`config.mk`:
```
export PLATFORM = sky130hd
export DESIGN_NAME = uart_rx
export DESIGN_NICKNAME = d
export VERILOG_FILES = /design/src/rtl/uart_rx.sv
export SDC_FILE = /design/constraint.sdc
export NUM_CORES = 1
export LEC_CHECK = 0
export ABC_AREA = 1
export BUFFER_PORTS_ARGS = -buffer_cell sky130_fd_sc_hd__buf_2
export CORE_AREA = 3 3 79 81
export CTS_BUF_LIST = sky130_fd_sc_hd__clkbuf_8
export CTS_CLUSTER_DIAMETER = 200
export DETAILED_ROUTE_END_ITERATION = 16
export DIE_AREA = 0 0 82 84
export PLACE_DENSITY = 0.45
export REMOVE_ABC_BUFFERS = 1
export SETUP_SLACK_MARGIN = 0.2
export SYNTH_ARGS = -nofsm -noshare
export SYNTH_HDL_FRONTEND = slang
export SYNTH_SLANG_ARGS = --single-unit
```
`constraint.sdc`:
```
create_clock -name clk -period 2 [get_ports clk]
set_clock_uncertainty 0.2 [all_clocks]
set_input_delay 0.3 -clock clk [delete_from_list [all_inputs] [get_ports clk]]
set_output_delay 0.3 -clock clk [all_outputs]
set_load 0.01 [all_outputs]
```
`src/rtl/uart_rx.sv`:
```
// 8N1 UART receiver: two-flop synchroniser, mid-bit sampling, LSB-first
// reassembly, with one-cycle rx_done / frame_err strobes.
module uart_rx #(
    parameter int CLKS_PER_BIT = 868,
    parameter int DATA_BITS    = 8
) (
    input  logic                 clk,
    input  logic                 rst_n,
    input  logic                 rx,
    output logic [DATA_BITS-1:0] dout,
    output logic                 rx_done,
    output logic                 frame_err,
    output logic                 rx_busy
);

    localparam int CW = $clog2(CLKS_PER_BIT);
    localparam int IW = $clog2(DATA_BITS);
    localparam logic [CW-1:0] HALF = CW'(CLKS_PER_BIT / 2 - 1);
    localparam logic [CW-1:0] FULL = CW'(CLKS_PER_BIT - 1);
    localparam logic [IW-1:0] LAST = IW'(DATA_BITS - 1);

    typedef enum logic [1:0] {IDLE, START, DATA, STOP} state_t;

    state_t               state, state_n;
    logic                 rx_meta, rx_s;
    logic [CW-1:0]        cnt, cnt_n;
    logic [IW-1:0]        bit_idx, bit_idx_n;
    logic [DATA_BITS-1:0] shreg, shreg_n, dout_n;
    logic                 rx_done_n, frame_err_n;

    // Synchroniser resets high so a reset never looks like a start bit.
    always_ff @(posedge clk or negedge rst_n) begin
        if (!rst_n) begin
            rx_meta <= 1'b1;
            rx_s    <= 1'b1;
        end else begin
            rx_meta <= rx;
            rx_s    <= rx_meta;
        end
    end

    always_ff @(posedge clk or negedge rst_n) begin
        if (!rst_n) begin
            state     <= IDLE;
            cnt       <= '0;
            bit_idx   <= '0;
            shreg     <= '0;
            dout      <= '0;
            rx_done   <= 1'b0;
            frame_err <= 1'b0;
        end else begin
            state     <= state_n;
            cnt       <= cnt_n;
            bit_idx   <= bit_idx_n;
            shreg     <= shreg_n;
            dout      <= dout_n;
            rx_done   <= rx_done_n;
            frame_err <= frame_err_n;
        end
    end

    always_comb begin
        state_n     = state;
        cnt_n       = cnt + CW'(1);
        bit_idx_n   = bit_idx;
        shreg_n     = shreg;
        dout_n      = dout;
        rx_done_n   = 1'b0;
        frame_err_n = 1'b0;
        case (state)
            IDLE: begin
                cnt_n = '0;
                if (!rx_s) state_n = START;
            end
            START: begin
                if (cnt == HALF) begin
                    cnt_n = '0;
                    if (rx_s) begin
                        state_n = IDLE;
                    end else begin
                        state_n   = DATA;
                        bit_idx_n = '0;
                    end
                end
            end
            DATA: begin
                if (cnt == FULL) begin
                    cnt_n     = '0;
                    shreg_n   = {rx_s, shreg[DATA_BITS-1:1]};
                    bit_idx_n = bit_idx + IW'(1);
                    if (bit_idx == LAST) state_n = STOP;
                end
            end
            STOP: begin
                // Leaving at mid stop bit leaves half a bit to catch the next start edge.
                if (cnt == FULL) begin
                    cnt_n   = '0;
                    state_n = IDLE;
                    if (rx_s) begin
                        dout_n    = shreg;
                        rx_done_n = 1'b1;
                    end else begin
                        frame_err_n = 1'b1;
                    end
                end
            end
            default: begin
                state_n = IDLE;
                cnt_n   = '0;
            end
        endcase
    end

    assign rx_busy = (state != IDLE);

endmodule

```
==> flow_metrics.py, run 1 <==
metrics = {
    "global_route": {
        "track_usage": 0.100,
        "grt_pass1_vias": 1135,
        "busiest_layer": "met2",
        "grt_first_pass_wirelength_microns": 5220,
        "gr-usage-met1": 0.129,
        "grt_use_met2": 0.143,
        "grt_max_degree": 36,
        "grt_util_met3": 0.0378,
        "globalRoute.totalOverflow": 0,
        "grt_antenna_before_repair": 0,
    },
    "floorplanning": {
        "chipWidth_microns": 82,
        "die_area_sq_um": 6890,
        "rows": 27,
        "start_util": 0.300,
        "io_pins": 14,
        "core_sq_um": 5540,
        "die_height_microns": 84,
    },
    "outcome": {
        "status": "complete, no violations",
    },
    "setup_path": {
        "crit_path_cell_trace": "ha_2 > nand3_1 > nor2_2 > nand2_2 > inv_6 > nand2_8 > or2_0 > nand2_1",
        "cp-start-kind": "register",
        "r2r_slack_ns": 0.34,
        "r2r_end": "bit_idx[0]$_DFFE_PN0P_",
        "worst-path-buf-inv": 1,
        "slowest_delay_ns": 0.39,
        "crit_fanout": 17,
        "arrival_ns": 1.69,
        "crit_path_end_kind": "register",
        "rr_worst_depth": 8,
        "cp.required_ns": 2.03,
        "crit_type": "register to register",
        "slowest_stage": "dfrtp_1",
        "reg2reg_from": "cnt[0]$_DFF_PN0_",
        "critPathTopFamily": "simple AND/OR/NAND/NOR gates",
    },
    "power": {
        "combPwrFrac": 0.014,
        "pwr-share-seq": 0.482,
        "p_leak_nw": 0.947,
        "p_per_area_nw_per_um2": 743,
        "ir_worst_vdd_mv": 0.279,
        "power_switching_mw": 0.273,
        "p_int_mw": 1.21,
        "switching_share": 0.184,
        "p_clk_frac": 0.504,
    },
    "clocking": {
        "cts_setup_buffers": 0,
        "path_clk_slew_ns": 0.08,
        "clock_latency_ns": 0.29,
        "cts_tree": "done",
        "cts_buffers": 5,
        "htree_num_levels": 2,
        "clk_path_buf_depth": 2,
        "cts.sinks": 35,
        "cts-root-buf": "clkbuf_8",
    },
    "finish": {
        "antenna_cells": 0,
        "final_nets": 211,
        "nFillCells": 568,
        "drive_above_1_share": 0.307,
        "instances_no_fill": 277,
        "areaGrowthSynthToFinish_pct": 20.1,
    },
    "timing": {
        "setup_violations": 0,
        "setup_ws_ns": 0.343,
        "hold_violations": 0,
        "relSlewSlack": 0.703,
        "period_share": 0.829,
        "slew_viol_final": 0,
        "rsz0062_at_grt": "yes",
        "layout_min_cycle_time_ns": 1.66,
        "fmaxAchievable_ghz": 0.603,
        "finalSetupTns_ns": 0,
        "tightest_slew_ns": 0.445,
    },
    "logic_synthesis": {
        "synth_top_area_frac": 0.497,
        "seq_area_frac_synth": 0.528,
        "synth_common_cells": "45 x nand2_1, 33 x dfrtp_1, 22 x inv_1",
        "synth_most_common_cell": "nand2_1",
        "synth_ff_type": "dfrtp_1",
        "synth_top_area_cell": "dfrtp_1",
        "synth_edf_count": 0,
        "ys_types": 23,
        "yosysWarnings": 0,
        "syn_inst": 182,
        "synth_async_sr_flop_share": 1.00,
        "synth_area_leaders": "dfrtp_1 50%, nand2_1 10%, o21ai_2 9.0%, inv_1 5.0%, nor2_1 3.6%",
        "postSynthAreaPerCell_sq_um": 9.14,
        "ys_seq_elements": 35,
        "syn-cell-area_sq_um": 1660,
    },
    "hold_path": {
        "holdCritStartpoint": "rx_meta$_DFF_PN1_",
        "hold_class": "register to register",
        "whs_path_depth": 0,
        "whs_endpoint": "rx_s$_DFF_PN1_",
    },
    "run": {
        "drv_cap": 0,
    },
    "routing": {
        "vias": 1163,
        "wire_per_inst_microns": 11.0,
        "vias_per_cell": 4.20,
        "first_pass_iters": 2,
        "drt_wl_total_microns": 3040,
        "ant_nets": 0,
        "drc": 0,
        "drt_iter0_drc": 46,
    },
    "placed_design": {
        "io_buffer_count": 13,
        "gp_congestion": 0.771,
        "dp_hpwl_microns": 2050,
        "place_inst": 266,
        "dp_slack_ns": 0.291,
    },
}
power groups by stage:
stage / clock network, mW / registers [mW] / logic [mW]
2_1_floorplan: 0 / 0.726 / 0.00165
3_3_place_gp: 0 / 0.727 / 0.0204
3_5_place_dp: 0 / 0.727 / 0.0203
4_1_cts: 0.775 / 0.713 / 0.0234
5_1_grt: 0.812 / 0.714 / 0.0254
6_report: 0.747 / 0.714 / 0.0214
final cells by class:
type / count / area, sq um / share of cell area
Timing Repair Buffer: 16 / 92.6 / 0.0464
Multi-Input combinational cell: 118 / 693 / 0.347
Inverter: 28 / 110 / 0.0551
Clock inverter: 3 / 63.8 / 0.0320
Sequential cell: 35 / 878 / 0.440
Clock buffer: 5 / 68.8 / 0.0345
Tap cell: 72 / 90.1 / 0.0451
worst reg2reg max path: cells and delay by family, from the launching register on:
family	cells	cell delay, ns
fa+ha+maj	1	0.21
buf+inv	1	0.12
flops	1	0.39
simple gates	6	0.69
state kept, by name, summed over array words and instances, names as in the netlist, named ones only:
register / count
cnt: 10
dout: 8
shreg: 8
bit_idx: 3
frame_err: 1
rx_done: 1
rx_meta: 1
rx_s: 1
state: 1
timing repair:
item	CTS	global route
setup endpoints to repair	0	11
hold buffers	2	0
resized for setup	0	6
hold endpoints to repair	34	0
worst max-delay path by stage:
| stage | to | startpoint | slack (ns) | cells past startpoint |
|---|---|---|---|---|
| 4_1_cts | dout[0]$_DFFE_PN0P_ | cnt[0]$_DFF_PN0_ | 0.29 | 9 |
| 3_5_place_dp | dout[0]$_DFFE_PN0P_ | cnt[0]$_DFF_PN0_ | 0.29 | 9 |
| 3_3_place_gp | dout[1]$_DFFE_PN0P_ | cnt[0]$_DFF_PN0_ | 0.32 | 8 |
| 5_1_grt | bit_idx[0]$_DFFE_PN0P_ | cnt[0]$_DFF_PN0_ | 0.16 | 8 |
| 2_1_floorplan | bit_idx[0]$_DFFE_PN0P_ | cnt[0]$_DFF_PN0_ | 0.44 | 8 |
| 6_report | bit_idx[0]$_DFFE_PN0P_ | cnt[0]$_DFF_PN0_ | 0.34 | 8 |
through the flow:
stage | cell area, sq um | utilization | total power [mW] | hold WS, ns
after floorplan | 1640 | - | 0.728 | -0.196
after global placement | 1800 | 0.325 | 0.747 | 0.148
after detailed placement | 1800 | 0.325 | 0.747 | 0.147
after CTS | 1960 | 0.353 | 1.51 | 0.157
after global routing | 2000 | 0.360 | 1.55 | 0.165
final | 2000 | 0.360 | 1.48 | 0.157
logic make-up (layout without fill, tap and decap cells):
family	Yosys count	in the layout	share of synthesized area
XOR/XNOR	2	2	0.0105
flip-flops	35	35	0.528
buffers and inverters	30	52	0.0783
adder cells (fa/ha/maj)	4	4	0.0301
AO/OA/AOI/OAI	20	20	0.0986
AND/OR/NAND/NOR	91	92	0.254
layout by cell type (no fill, tap or decap), drive strengths merged:
cell         instances
nand2               53
dfrtp               33
inv                 29
nor2                20
o21ai               18
buf                 14
nand3                9
nor3                 9
clkbuf               5
ha                   4
a21oi                2
bufinv               2
dlygate4sd3          2
dfstp                2
xor2                 1
xnor2                1
or2                  1
layer usage:
metal / share of wire / wire (microns)
met2: 0.46 / 1400
met5: 0 / 0
met1: 0.47 / 1440
met4: 0.025 / 76
met3: 0.041 / 125
(Power assumes the default switching activity.)
==> inputs of run 2 (changes only) <==
PLACE_DENSITY = 0.46   (was 0.45)
clock period = 1.4 ns   (was 2 ns; I/O delays follow)
==> flow_metrics.py, run 2 (synthesis gave the netlist of run 1 again) <==
metrics = {
    "outcome": {
        "status": "finished with violations",
        "violations": "negative setup slack",
    },
    "finish": {
        "antenna_cells": 0,
        "final_cell_mix": "48 x buf_4, 37 x nand2_1, 33 x dfrtp_1, 20 x inv_1, 17 x o21ai_2",
        "largest_reg_flops": 10,
        "largest_registers": "cnt (10), dout (8), shreg (8)",
        "final_nets": 261,
        "top_register": "cnt",
        "drive_above_1_share": 0.514,
        "areaGrowthSynthToFinish_pct": 47.0,
        "layout_commonest_cell": "buf_4",
    },
    "routing": {
        "first_pass_iters": 4,
        "drt_iter0_drc": 47,
        "ant_nets": 0,
        "wire_per_inst_microns": 10.7,
        "vias_per_cell": 4.07,
        "drc": 0,
        "drt_wl_total_microns": 3490,
        "vias": 1330,
    },
    "timing": {
        "slew_viol_final": 0,
        "layout_min_cycle_time_ns": 1.63,
        "setup_ws_ns": -0.229,
        "setup_violations": 34,
        "hold_violations": 0,
        "hold_slack_ns": 0.132,
        "fmaxAchievable_ghz": 0.614,
        "period_share": 1.16,
        "relSlewSlack": 0.789,
        "tightest_slew_ns": 0.314,
        "rsz0062_at_grt": "yes",
    },
    "setup_path": {
        "cp.required_ns": 1.42,
        "crit_path_end_kind": "register",
        "r2r_end": "bit_idx[0]$_DFFE_PN0P_",
        "crit_type": "register to register",
        "arrival_ns": 1.65,
        "r2r_slack_ns": -0.23,
        "cp-start-kind": "register",
        "crit_fanout": 17,
        "reg2reg_from": "cnt[1]$_DFF_PN0_",
        "rr_worst_depth": 8,
    },
    "clocking": {
        "cts-root-buf": "clkbuf_8",
        "clk_path_buf_depth": 2,
        "cts_buffers": 5,
        "cts.sinks": 35,
        "htree_num_levels": 2,
        "path_clk_slew_ns": 0.08,
        "cts_tree": "done",
        "clock_latency_ns": 0.28,
    },
    "placed_design": {
        "dp_hpwl_microns": 2360,
        "gp_congestion": 0.794,
        "io_buffer_count": 13,
    },
    "floorplanning": {
        "die_area_sq_um": 6890,
        "die_height_microns": 84,
        "rows": 27,
        "start_util": 0.300,
        "chipWidth_microns": 82,
        "io_pins": 14,
        "core_sq_um": 5540,
    },
    "global_route": {
        "grt_first_pass_wirelength_microns": 6130,
        "track_usage": 0.114,
        "globalRoute.totalOverflow": 0,
        "grt_antenna_before_repair": 0,
        "grt_pass1_vias": 1351,
        "grt_max_degree": 27,
    },
    "power": {
        "finalPower_mw": 1.96,
        "p_leak_nw": 1.19,
        "ir_worst_vdd_mv": 0.361,
        "p_per_area_nw_per_um2": 802,
    },
    "run": {
        "drv_cap": 0,
    },
    "hold_path": {
        "hold_class": "input pin to async pin",
    },
}
==> run 2: cell count changes in the layout (fill, tap and decap cells not counted), moves of 2 or more <==
cell     previous run  this run
nor3_1              7         3
buf_6               0         5
buf_4               1        48
buf_2              13        10
inv_2               5         7
nand2_1            45        37
inv_1              23        20
nand2_2             7        14
nor3_2              2         6
ha_2                1         3
ha_1                3         1
==> run 2: routing by layer <==
layer  part of all wire  vias to the layer above  track usage
met5                  0                        -            0
met4              0.015                        0       0.0498
met3              0.027                        4       0.0259
met2               0.47                       13        0.170
met1               0.49                      607        0.156
li1                   -                      706            -
==> run 2: through the flow <==
step                cell area (sq um)  instances  setup TNS (ns)  worst slack, ns  utilization
detailed placement               2040        296           -6.49           -0.258        0.368
global route                     2440        327          -10.64           -0.355        0.441
global placement                 2040        296           -5.70           -0.235        0.368
finish                           2440        327           -6.40           -0.229        0.441
CTS                              2360        322           -6.37           -0.247        0.427
floorplan                        1640        180           -3.08           -0.157            -
==> run 2: worst max path at each step <==
stage	from	to	slack, ns	depth (start not counted)
after floorplan	cnt[0]$_DFF_PN0_	bit_idx[0]$_DFFE_PN0P_	-0.16	8
after global placement	cnt[0]$_DFF_PN0_	cnt[2]$_DFF_PN0_	-0.23	8
after detailed placement	cnt[1]$_DFF_PN0_	dout[5]$_DFFE_PN0P_	-0.26	8
after CTS	cnt[0]$_DFF_PN0_	cnt[3]$_DFF_PN0_	-0.25	9
after global routing	cnt[1]$_DFF_PN0_	cnt[0]$_DFF_PN0_	-0.36	8
final	cnt[1]$_DFF_PN0_	bit_idx[0]$_DFFE_PN0P_	-0.23	8
==> run 2: repair_timing <==
action                                  in CTS  in global routing
pin swaps                                    2                  6
hold buffers                                 2                  0
endpoints found under the setup margin      43                 44
resized for setup                           19                 10
gates cloned                                 1                  0
buffers inserted                            15                  5
endpoints found under the hold margin       34                  0
==> run 2: area by class of cell <==
type / count / area [sq um]
Fill cell: 555 / 3100
Clock inverter: 3 / 43.8
Tap cell: 72 / 90.1
Clock buffer: 5 / 68.8
Timing Repair Buffer: 66 / 507
Inverter: 28 / 108
Sequential cell: 35 / 878
Multi-Input combinational cell: 118 / 748
==> run 2: critical path: stages (launching register included) <==
cell     delay [ns]
dfrtp_1        0.37
ha_2           0.21
nand3_2        0.08
nor2_2         0.09
nand2_2        0.10
inv_4          0.14
nand2_8        0.11
or2_0          0.21
nand2_1        0.06
==> run 2: power breakdown <==
group / switching (mW) / internal, mW / leakage [nW]
Sequential: 0.00423 / 1.02 / 0.467
Combinational: 0.0254 / 0.0154 / 0.664
Clock: 0.370 / 0.530 / 0.0581
Total: 0.399 / 1.56 / 1.19
==> inputs of run 3 (changes only) <==
--- a/config.mk
+++ b/config.mk
@@ -7,4 +7,5 @@
 export LEC_CHECK = 0
 export ABC_AREA = 1
+export ABC_CLOCK_PERIOD_IN_PS = 1400
 export BUFFER_PORTS_ARGS = -buffer_cell sky130_fd_sc_hd__buf_2
 export CORE_AREA = 3 3 79 81
@@ -13,5 +14,4 @@
 export DETAILED_ROUTE_END_ITERATION = 16
 export DIE_AREA = 0 0 82 84
-export PLACE_DENSITY = 0.46
 export REMOVE_ABC_BUFFERS = 1
 export SETUP_SLACK_MARGIN = 0.2
==> constraint.sdc (replaced) <==
create_clock -name clk -period 1.4 [get_ports clk]
set_clock_uncertainty 0.2 [all_clocks]
set_input_delay 0.21 -clock clk [delete_from_list [all_inputs] [get_ports clk]]
set_output_delay 0.21 -clock clk [all_outputs]
set_load 0.1 [all_outputs]
==> flow_metrics.py, run 3 (synthesis gave the netlist of run 1 again) <==
metrics = {
    "outcome": {
        "status": "finished with violations",
        "violations": "negative setup slack",
    },
    "routing": {
        "first_pass_iters": 4,
        "drt_wl_total_microns": 3360,
        "vias_per_cell": 4.21,
        "vias": 1338,
        "ant_nets": 0,
        "drc": 0,
        "wire_per_inst_microns": 10.6,
        "drt_iter0_drc": 57,
    },
    "finish": {
        "design_area_sq_um": 2560,
        "final_cell_mix": "38 x buf_4, 36 x nand2_1, 33 x dfrtp_1, 20 x inv_1, 16 x o21ai_2",
        "areaGrowthSynthToFinish_pct": 54.0,
        "final_util": 0.462,
        "antenna_cells": 0,
        "drive_above_1_share": 0.516,
        "layout_commonest_cell": "buf_4",
        "largest_registers": "cnt (10), dout (8), shreg (8)",
        "nFillCells": 525,
        "top_register": "cnt",
        "largest_reg_flops": 10,
        "final_nets": 252,
    },
    "global_route": {
        "grt_first_pass_wirelength_microns": 5830,
        "grt_antenna_before_repair": 0,
        "globalRoute.totalOverflow": 0,
        "track_usage": 0.109,
        "grt_pass1_vias": 1327,
        "grt_max_degree": 20,
    },
    "setup_path": {
        "critPathTopFamily": "flip-flops",
        "arrival_ns": 1.69,
        "crit_start": "cnt[1]$_DFF_PN0_",
        "cp_common_cell": "nand3_2",
        "worst-path-buf-inv": 2,
        "cp-start-kind": "register",
        "crit_fanout": 4,
        "crit_path_cell_trace": "ha_4 > nand3_2 > nor2_2 > nand2_2 > clkinv_4 > o21ai_4 > buf_6 > nand3_2 > nor2_1",
        "crit_type": "register to register",
        "slowest_delay_ns": 0.42,
        "slowest_stage": "dfrtp_1",
        "reg2reg_from": "cnt[1]$_DFF_PN0_",
        "cp.required_ns": 1.42,
        "crit_path_end_kind": "register",
    },
    "timing": {
        "setup_ws_ns": -0.276,
        "fmaxAchievable_ghz": 0.597,
        "hold_violations": 0,
        "hold_slack_ns": 0.155,
        "relSlewSlack": 0.707,
        "rsz0062_at_grt": "yes",
        "layout_min_cycle_time_ns": 1.68,
        "tightest_slew_ns": 0.437,
        "setup_violations": 33,
        "slew_viol_final": 0,
        "period_share": 1.20,
    },
    "placed_design": {
        "dp_hpwl_microns": 2260,
        "io_buffer_count": 13,
        "placed_area_sq_um": 2180,
        "gp_congestion": 0.847,
    },
    "floorplanning": {
        "start_util": 0.300,
        "rows": 27,
        "die_area_sq_um": 6890,
        "core_sq_um": 5540,
        "die_height_microns": 84,
        "io_pins": 14,
        "chipWidth_microns": 82,
    },
    "power": {
        "pwr-share-seq": 0.573,
        "combPwrFrac": 0.020,
        "switching_share": 0.228,
        "p_clk_frac": 0.406,
        "power_switching_mw": 0.407,
        "p_leak_nw": 1.18,
        "ir_worst_vdd_mv": 0.333,
        "p_int_mw": 1.37,
        "p_per_area_nw_per_um2": 695,
    },
    "run": {
        "drv_cap": 0,
    },
    "clocking": {
        "cts-root-buf": "clkbuf_8",
        "htree_num_levels": 2,
        "cts_tree": "done",
        "cts_buffers": 5,
        "path_clk_slew_ns": 0.07,
        "clk_path_buf_depth": 2,
        "clock_latency_ns": 0.29,
        "cts.sinks": 35,
    },
    "hold_path": {
        "hold_class": "register to register",
        "holdCritStartpoint": "rx_meta$_DFF_PN1_",
    },
}
==> run 3: per-layer routing <==
layer,share of wire,up-vias,global-route usage
met5,0,-,0
met4,0.017,0,0.0453
met3,0.026,4,0.0313
met2,0.48,13,0.164
met1,0.48,627,0.145
li1,-,694,-
==> run 3: metrics by stage <==
stage | total power [mW] | setup TNS (ns) | setup slack [ns] | std cells
floorplan | 1.04 | -4.74 | -0.644 | 180
global placement | 1.07 | -4.95 | -0.217 | 294
detailed placement | 1.07 | -5.87 | -0.252 | 294
CTS | 1.80 | -6.26 | -0.222 | 315
global route | 1.86 | -10.81 | -0.379 | 318
finish | 1.78 | -6.56 | -0.276 | 318
==> run 3: power groups by stage <==
stage | combinational, mW | sequential (mW) | clock, mW
final | 0.0363 | 1.02 | 0.723
after floorplan | 0.00236 | 1.04 | 0
after global routing | 0.0417 | 1.02 | 0.793
after CTS | 0.0370 | 1.02 | 0.744
after detailed placement | 0.0329 | 1.04 | 0
after global placement | 0.0322 | 1.04 | 0
==> run 3: repair_timing <==
item / in CTS / in global routing
cloned: 1 / 0
setup buffers: 10 / 3
hold buffers: 2 / 0
gates resized for setup: 19 / 23
setup endpoints to repair: 44 / 44
hold endpoints to repair: 18 / 0
pin swaps: 1 / 5
==> run 3: area by class of cell <==
class                   instances  area (sq um)  area share
inverters                      28           115      0.0449
clock inverters                 3          20.0     0.00782
multi-input cells             118           808       0.316
repair buffers                 57           581       0.227
flip-flops and latches         35           878       0.343
clock buffers                   5          68.8      0.0269
well taps                      72          90.1      0.0352
==> run 3: worst paths after layout <==
kind                                        end  slack, ns  cells after the start
max                            cnt[8]$_DFF_PN0_      -0.28                      9
min                              rx_s$_DFF_PN1_       0.15                      0
max reg2reg                    cnt[8]$_DFF_PN0_      -0.28                      9
min reg2reg                      rx_s$_DFF_PN1_       0.15                      0
max in group asynchronous  shreg[2]$_DFFE_PN0P_       0.32                      3
min in group asynchronous  shreg[6]$_DFFE_PN0P_       0.19                      2
==> run 3: worst register-to-register path, delay by kind of cell (launching register included) <==
family	cells	cell delay (ns)
DFF	1	0.42
and+or+nand+nor	5	0.37
buffers and inverters	2	0.25
AOI/OAI and AO/OA	1	0.19
adders and majority gates	1	0.18
